<file path="config.mk">
export PLATFORM = sky130hd
export DESIGN_NAME = hazard_pattern_decoder
export DESIGN_NICKNAME = d
export VERILOG_FILES = /design/src/rtl/hazard_pkg.sv /design/src/rtl/hazard_transition_classifier.sv /design/src/rtl/hazard_pattern_decoder.sv
export SDC_FILE = /design/constraint.sdc
export NUM_CORES = 1
export LEC_CHECK = 0
export BUFFER_PORTS_ARGS = -buffer_cell sky130_fd_sc_hd__buf_4
export CORE_UTILIZATION = 32
export DETAILED_ROUTE_END_ITERATION = 7
export SETUP_SLACK_MARGIN = 0.05
export SKIP_LAST_GASP = 1
export SLEW_MARGIN = 40
export SYNTH_ARGS = -nofsm -noshare
export SYNTH_HDL_FRONTEND = slang
export SYNTH_SLANG_ARGS = --single-unit
export TNS_END_PERCENT = 1
</file>
<file path="constraint.sdc">
create_clock -name clk -period 5 [get_ports clk]
set_input_delay 1 -clock clk [delete_from_list [all_inputs] [get_ports clk]]
set_output_delay 1 -clock clk [all_outputs]
set_load 0.005 [all_outputs]
</file>
<file path="src/rtl/hazard_pkg.sv">
// rtl/hazard_pkg.sv - shared light-pattern and wind-mode encoding for hazard generator and decoder
package hazard_pkg;

  typedef enum logic [1:0] {
    CALM = 2'b00,
    RL   = 2'b01,
    LR   = 2'b10
  } mode_t;

  typedef enum logic [1:0] {
    CLS_CALM,
    CLS_RL,
    CLS_LR,
    CLS_ILLEGAL
  } cls_t;

  typedef enum logic [1:0] {
    ST_EMPTY,
    ST_ACQ,
    ST_LOCK
  } state_t;

  localparam logic [2:0] P_CALM_A = 3'b101;
  localparam logic [2:0] P_CALM_B = 3'b010;
  localparam logic [2:0] P_R      = 3'b001;
  localparam logic [2:0] P_M      = 3'b010;
  localparam logic [2:0] P_L      = 3'b100;

  function automatic mode_t cls_to_mode(input cls_t c);
    case (c)
      CLS_RL:  return RL;
      CLS_LR:  return LR;
      default: return CALM;
    endcase
  endfunction

endpackage

</file>
<file path="src/rtl/hazard_transition_classifier.sv">
// rtl/hazard_transition_classifier.sv - classifies one prev->cur light transition
module hazard_transition_classifier
  import hazard_pkg::*;
(
  input  logic [2:0] prev,
  input  logic [2:0] cur,
  output cls_t       cls,
  output logic       pattern_legal
);

  always_comb begin
    pattern_legal = cur inside {P_CALM_A, P_CALM_B, P_R, P_L};
    cls           = CLS_ILLEGAL;
    if (pattern_legal) begin
      case ({prev, cur})
        {P_CALM_A, P_CALM_B}, {P_CALM_B, P_CALM_A}:  cls = CLS_CALM;
        {P_R, P_M}, {P_M, P_L}, {P_L, P_R}:          cls = CLS_RL;
        {P_L, P_M}, {P_M, P_R}, {P_R, P_L}:          cls = CLS_LR;
        default:                                     cls = CLS_ILLEGAL;
      endcase
    end
  end

endmodule

</file>
<file path="src/rtl/hazard_pattern_decoder.sv">
// rtl/hazard_pattern_decoder.sv - recovers wind mode and lock status from sampled hazard light patterns
// Optional saturating err_count output under HAZARD_DEC_ERR_COUNT_EN.
module hazard_pattern_decoder
  import hazard_pkg::*;
#(
  parameter int LOCK_COUNT = 3,
  parameter int ERRW       = 8
) (
  input  logic            clk,
  input  logic            reset,
  input  logic            in_valid,
  input  logic [2:0]      pattern,
  output logic [1:0]      mode,
  output logic            locked,
  output logic            mode_chg,
  output logic            err
`ifdef HAZARD_DEC_ERR_COUNT_EN
  ,
  output logic [ERRW-1:0] err_count
`endif
);

  localparam logic [3:0] LC = 4'(LOCK_COUNT);

  state_t     state_q, state_d;
  logic [2:0] prev_q, prev_d;
  mode_t      cand_q, cand_d;
  logic [3:0] cnt_q, cnt_d;
  mode_t      mode_q, mode_d;
  logic       locked_q, locked_d;
  logic       mode_chg_q, mode_chg_d;
  logic       err_q, err_d;

  cls_t       cls;
  logic       pattern_legal;
  mode_t      cls_mode;
  logic [3:0] cnt_acq;

  hazard_transition_classifier u_classifier (
    .prev          (prev_q),
    .cur           (pattern),
    .cls           (cls),
    .pattern_legal (pattern_legal)
  );

  assign cls_mode = cls_to_mode(cls);

  // A run continues only for the same class (or from an empty count); saturates at LC.
  always_comb begin
    cnt_acq = 4'd1;
    if (cnt_q == 4'd0 || cls_mode == cand_q) begin
      cnt_acq = (cnt_q >= LC) ? LC : cnt_q + 4'd1;
    end
  end

  always_comb begin
    state_d    = state_q;
    prev_d     = prev_q;
    cand_d     = cand_q;
    cnt_d      = cnt_q;
    mode_d     = mode_q;
    locked_d   = locked_q;
    mode_chg_d = 1'b0;
    err_d      = 1'b0;
    if (in_valid) begin
      case (state_q)
        ST_EMPTY: begin
          if (pattern_legal) begin
            prev_d  = pattern;
            cnt_d   = 4'd0;
            state_d = ST_ACQ;
          end else begin
            err_d = 1'b1;
          end
        end
        ST_ACQ: begin
          if (!pattern_legal) begin
            err_d   = 1'b1;
            cnt_d   = 4'd0;
            state_d = ST_EMPTY;
          end else begin
            prev_d = pattern;
            if (cls == CLS_ILLEGAL) begin
              err_d = 1'b1;
              cnt_d = 4'd0;
            end else begin
              cand_d = cls_mode;
              cnt_d  = cnt_acq;
              if (cnt_acq == LC) begin
                state_d    = ST_LOCK;
                locked_d   = 1'b1;
                mode_d     = cls_mode;
                mode_chg_d = (cls_mode != mode_q);
              end
            end
          end
        end
        ST_LOCK: begin
          if (!pattern_legal) begin
            err_d    = 1'b1;
            locked_d = 1'b0;
            cnt_d    = 4'd0;
            state_d  = ST_EMPTY;
          end else begin
            prev_d = pattern;
            if (cls == CLS_ILLEGAL) begin
              err_d    = 1'b1;
              locked_d = 1'b0;
              cnt_d    = 4'd0;
              state_d  = ST_ACQ;
            end else if (cls_mode != mode_q) begin
              locked_d = 1'b0;
              cand_d   = cls_mode;
              cnt_d    = 4'd1;
              state_d  = ST_ACQ;
            end
          end
        end
        default: state_d = ST_EMPTY;
      endcase
    end
  end

  always_ff @(posedge clk or negedge reset) begin
    if (!reset) begin
      state_q    <= ST_EMPTY;
      prev_q     <= 3'b000;
      cand_q     <= CALM;
      cnt_q      <= 4'd0;
      mode_q     <= CALM;
      locked_q   <= 1'b0;
      mode_chg_q <= 1'b0;
      err_q      <= 1'b0;
    end else begin
      state_q    <= state_d;
      prev_q     <= prev_d;
      cand_q     <= cand_d;
      cnt_q      <= cnt_d;
      mode_q     <= mode_d;
      locked_q   <= locked_d;
      mode_chg_q <= mode_chg_d;
      err_q      <= err_d;
    end
  end

  assign mode     = mode_q;
  assign locked   = locked_q;
  assign mode_chg = mode_chg_q;
  assign err      = err_q;

`ifdef HAZARD_DEC_ERR_COUNT_EN
  logic [ERRW-1:0] err_count_q, err_count_d;

  always_comb begin
    err_count_d = err_count_q;
    if (err_d && err_count_q != {ERRW{1'b1}}) begin
      err_count_d = err_count_q + ERRW'(1);
    end
  end

  always_ff @(posedge clk or negedge reset) begin
    if (!reset) begin
      err_count_q <= '0;
    end else begin
      err_count_q <= err_count_d;
    end
  end

  assign err_count = err_count_q;
`endif

endmodule
</file>
# [After elaboration in Yosys (flattened, before gate mapping)]
# Cells that the tools add are included.
[op_classes] add_sub_neg=1 multipliers=0 div=0 order_cmp=1 eq_ne=30 n_shift=0 n_mux=43 bitwise=1 n_reduce_logical=17
[ops] cell="4-bit two-way mux" n=8
[ops] cell="2-bit two-way mux" n=13
[ops] cell="6-bit by 5-bit == test with 1-bit output (second input constant)" n=3
[ops] cell="6-bit == test (second input constant)" n=3
[ops] cell="1-bit two-way mux" n=15
[ops] cell="2-bit != test (second input constant)" n=7
[ops] cell="6-bit by 4-bit == test with 1-bit output (second input constant)" n=2
[ops] cell="2-bit one-hot mux with 3 select lines" n=2
[ops] cell="4-bit one-hot mux with 3 select lines" n=1
[ops] cell="5-bit AND reduction" n=2
[ops] cell="3-bit OR reduction" n=3
[ops] cell="2-bit one-hot mux with 2 select lines" n=2
[ops] cell="7-bit AND reduction" n=1
[ops] cell="2-bit == test (second input constant)" n=3
[ops] cell="3-bit == test (second input constant)" n=2
[ops] cell="3-bit != test (second input constant)" n=2
[ops] cell="6-bit AND reduction" n=1
[ops] cell="4-bit by 1-bit adder with 4-bit output (second input constant)" n=1
[ops] cell="2-bit by 1-bit == test with 1-bit output (second input constant)" n=2
[ops] cell="4-bit by 2-bit == test with 1-bit output (second input constant)" n=1
[ops] cell="4-bit by 2-bit >= comparator with 1-bit output (second input constant)" n=1
[ops] cell="4-bit zero test" n=1
[ops] cell="4-bit != test (second input constant)" n=1
[ops] cell="1-bit one-hot mux with 2 select lines" n=2
[ops] cell="other kinds (13)" n=14
[totals] register_bits=16 latchBits=0 mem_bits_rw=0 rom_bits=0 input_bits=6 out_inout_bits=5 word_cells=101 memories=0

# [Longest topological paths before layout]
[depth] ltp_word=15 mapped_depth=7 ltp_nobuf=7

# [Modules after synthesis]
# Synthesis repeated with hierarchy kept, for this count alone.
[hier_totals] cells_unflattened=111 hier_area_um2=1142.3
[modules_own_cells] module="hazard_pattern_decoder" instances=1 cells_each=99 area_per_inst_um2=1059.8
[modules_own_cells] module="hazard_transition_classifier" instances=1 cells_each=12 area_per_inst_um2=82.6

# [Least setup slack after synthesis]
# OpenSTA, ideal clock, no wires.
[synth_path] path_kind="input-to-reg" startpoint="in pattern[2]" endpoint="reg state_q[0]" setup_ns=0.128 arrival_time_ns=2.688 t_required_ns=4.872 path_slack_ns=2.184 path_stages=7 n_path_buf=1 path_cell_list="buf_6 > nor4b_4 > mux2i_1 > nand4b_2 > a211oi_2 > and4bb_1 > mux2_1"
[synth_between] elab_chain_len=12 elab_cells_between_ends=36
[synth_rtl] item="from (decl)" line_no="hazard_pattern_decoder.sv:12" source="input logic [2:0] pattern,"
[synth_rtl] item="6-bit == test (tied with other cells)" line_no="hazard_transition_classifier.sv:15" source="case ({prev, cur})"
[synth_rtl] item="3-bit OR reduction / 2-bit OR reduction (equally long branches)" line_no="hazard_transition_classifier.sv:15"
[synth_rtl] item="2-bit one-hot mux with 3 select lines" line_no="hazard_transition_classifier.sv:15"
[synth_rtl] item="2-bit two-way mux" line_no="hazard_transition_classifier.sv:14" source="if (pattern_legal) begin"
[synth_rtl] item="2-bit == test / 2-bit by 1-bit == test with 1-bit output (equally long branches)" line_no="hazard_pkg.sv:30" source="case (c)"
[synth_rtl] item="2-bit one-hot mux with 2 select lines" line_no="hazard_pkg.sv:30"
[synth_rtl] item="2-bit == test" line_no="hazard_pattern_decoder.sv:51" source="if (cnt_q == 4'd0 || cls_mode == cand_q) begin"
[synth_rtl] item="1-bit logical OR" line_no="hazard_pattern_decoder.sv:51"
[synth_rtl] item="4-bit two-way mux" line_no="hazard_pattern_decoder.sv:51"
[synth_rtl] item="4-bit by 2-bit == test with 1-bit output" line_no="hazard_pattern_decoder.sv:89" source="if (cnt_acq == LC) begin"
[synth_rtl] item="3-bit != test (no source line)"
[synth_rtl] item="5-bit AND reduction (no source line)"
[synth_rtl] item="to (signal assigned)" line_no="hazard_pattern_decoder.sv:135" source="state_q <= state_d;"
[synth_rtl] item="to (decl)" line_no="hazard_pattern_decoder.sv:25" source="state_t state_q, state_d;"
# Parallel ways exist; a longest one is shown, timed or not.
# A chain may end at the register's enable or synchronous reset.

# [Final worst setup path]
[layout_path] startpoint="in pattern[1]" endpoint="reg state_q[1]"
# The elaborated chain is that of the path after synthesis.

==> impl_metrics.toml <==
[timing]
finalWorstPathRequiredPeriod_ns = 2.81
finalSetupTns_ns = 0
relSlewSlack_pct = 62.5
drv_slew = 0
hold_viol = 0
worst_pin_slew_ns = 0.560
timing.hold.ws_ns = 0.516
rsz0062_at_grt = "no"
finalSetupViolCount = 0
min_period_over_period_pct = 56.2
max_freq_ghz = 0.356
finalWorstSetupSlack_ns = 2.19
fin_worst_skew_ns = 0.000447

[setup_path]
arrival_ns = 2.95
critical_path_class = "in2reg"
crit_required_ns = 5.14
end_kind = "register"
cp_max_fo = 13
worst_setup_path_start_kind = "primary input"

[placed_design]
gp_congestion = 0.791
pre_cts_ws_ns = 1.92
dp.cells = 193
dp_hpwl_um = 2110
io_buffer_count = 10

[die]
rows = 23
die_y_um = 66.9
dieArea_sq_um = 4470
core_area_sq_um = 4030
start_util_pct = 33.4
io_pins = 11
die-width_um = 66.9

[cells_and_area]
final_cells = 196
diodes = 0
area_growth_pct = 7.89
finalNetCount = 160
drive_above_1_share_pct = 22.6

[cts]
cts_num_sinks = 16
post_cts_resized = 0
cts-buffers-inserted = 3
cts_max_path_buffers = 2
htreeDepth = 1
path_clk_slew_ns = 0.07
postCtsHoldBufs = 0
ctsRootBufferMaster = "clkbuf_8"
insertion_delay_ns = 0.26
tritoncts = "built"
post_cts_buffers = 0

[synth]
synth_area_sq_um = 1350
syn_avg_cell_area_sq_um = 9.69
synth_seq_cells = 16
syn_inst = 139
yosysSeqAreaShare_pct = 29.7
synth_mux_area_share_pct = 7.34
synth_compound_area_share_pct = 21.7
synth_top_family_by_area = "simple AND/OR/NAND/NOR gates"
synth_top_area_share_pct = 29.7
synth_xor_area_share_pct = 1.30
synth_area_leader_cell = "dfrtp_1"
synthDistinctLibCells = 48
yosys-top-cells-area = "dfrtp_1 30%, ha_1 5.6%, o211ai_1 4.5%"
synthesis.nets = 151
synth_simple_gate_area_share_pct = 26.7
yosys_warnings = 0
synth_adder_area_share_pct = 5.57

[global_route]
grt_pass1_vias = 1071
grt-ovfl-total = 0
grt_max_degree = 17
grt_pass1_wl_um = 4860
antenna_found_initial = 0
track_usage_pct = 14.5

[job]
cap_violations = 0

[routing]
drc = 0
via_per_inst = 5.59
wl_per_cell_um = 14.7
final_antenna_net_count = 0
first_pass_iters = 4
drt_iter0_markers = 71
via_count = 1095
drt_wl_total_um = 2890

[min_path]
hold_class = "reg2reg"

[power_and_ir_drop]
ir_drop_mv = 0.150
power_w = 0.000520
p_leak_nw = 0.649
power_density_nw_per_um2 = 357

[outcome]
status = "completed"
-- power breakdown --
part,switching (W),leakage [nW],internal [W]
combinational,0.000122,0.422,0.000102
clock,0.0000498,0.0216,0.0000537
sequential,0.0000381,0.206,0.000154
-- synth_stat cells, drive strengths merged --
cell     number
and4bb        5
xnor2         2
inv           8
a21o          6
mux2i         2
mux2          7
nor3b         1
and2          3
dfrtp        16
o21ai         6
a211oi        1
nor2          8
o221ai        1
nor2b         4
clkbuf        3
a21boi        1
a22oi         1
and2b         1
and3b         2
ha            6
nand2b        2
o2111ai       3
nand3         6
o31a          1
a21oi         6
nor3          3
o21a          3
nor4b         1
nand2        10
nand4b        1
nand4         3
or4           1
buf           3
and3          1
o211ai       10
or2b          1
-- per-stage QoR --
step	utilization [%]	instance area [sq um]
after floorplan	-	1350
after global placement	35.1	1410
after detailed placement	35.1	1410
after CTS	36.1	1450
after global routing	36.1	1450
final	36.1	1450
-- final cells by class --
type / instances / area [sq um]
fill: 409 / 2570
multi-input combinational: 109 / 845
clock buffer: 3 / 41.3
inverter: 8 / 30.0
sequential: 16 / 400
timing repair buffer: 10 / 75.1
tap: 50 / 62.6
-- placed cells by master, fill, tap and decap left out, types with 3 or more instances in the layout --
cell type and count:
a21o_2 4, a21oi_1 5, and2_1 3, buf_4 10
clkbuf_8 3, dfrtp_1 16, ha_1 6, inv_1 8
mux2_1 5, nand2_1 10, nand3_1 5, nand4_1 3
nor2_1 8, nor2b_1 4, o2111ai_1 3, o211ai_1 8
o21a_1 3, o21ai_0 6
-- sequential cells by signal (all words and copies together) (netlist names) --
register / flops
cand_q: 2
cnt_q: 4
err: 1
locked: 1
mode: 2
mode_chg: 1
prev_q: 3
state_q: 2
-- worst max-delay path, stage by stage --
cell and delay [ns]:
buf_4 0.16, nor4b_4 0.56, mux2i_1 0.29, nand4b_2 0.16, a211oi_2 0.19, and4bb_1 0.26, mux2_1 0.32
-- metal layers --
layer | part of all wire, % | track usage (%) | vias up
li1 | - | - | 527
met1 | 49 | 18.4 | 547
met2 | 45 | 23.1 | 15
met3 | 3.6 | 4.45 | 6
met4 | 2.0 | 5.05 | 0
met5 | 0 | 0 | -
-- final timing paths --
check	end	startpoint	slack [ns]	cells after the start
min in group asynchronous	cand_q[1]	reset	0.59	1
max in group asynchronous	cnt_q[2]	reset	4.22	1
worst min register to register	cnt_q[2]	cnt_q[2]	0.52	1
worst max register to register	state_q[1]	prev_q[0]	2.62	6
worst min-delay path	cnt_q[2]	cnt_q[2]	0.52	1
worst max-delay path	state_q[1]	pattern[1]	2.19	7
-- cells by family (layout without fill, tap and decap cells) --
family / Yosys count / in the layout
fa+ha+maj: 6 / 6
buf+inv: 14 / 21
mux: 9 / 9
compound gates: 39 / 39
simple gates: 53 / 53
flops: 16 / 16
xor+xnor: 2 / 2
No activity file was read; power rests on OpenSTA's default activity.
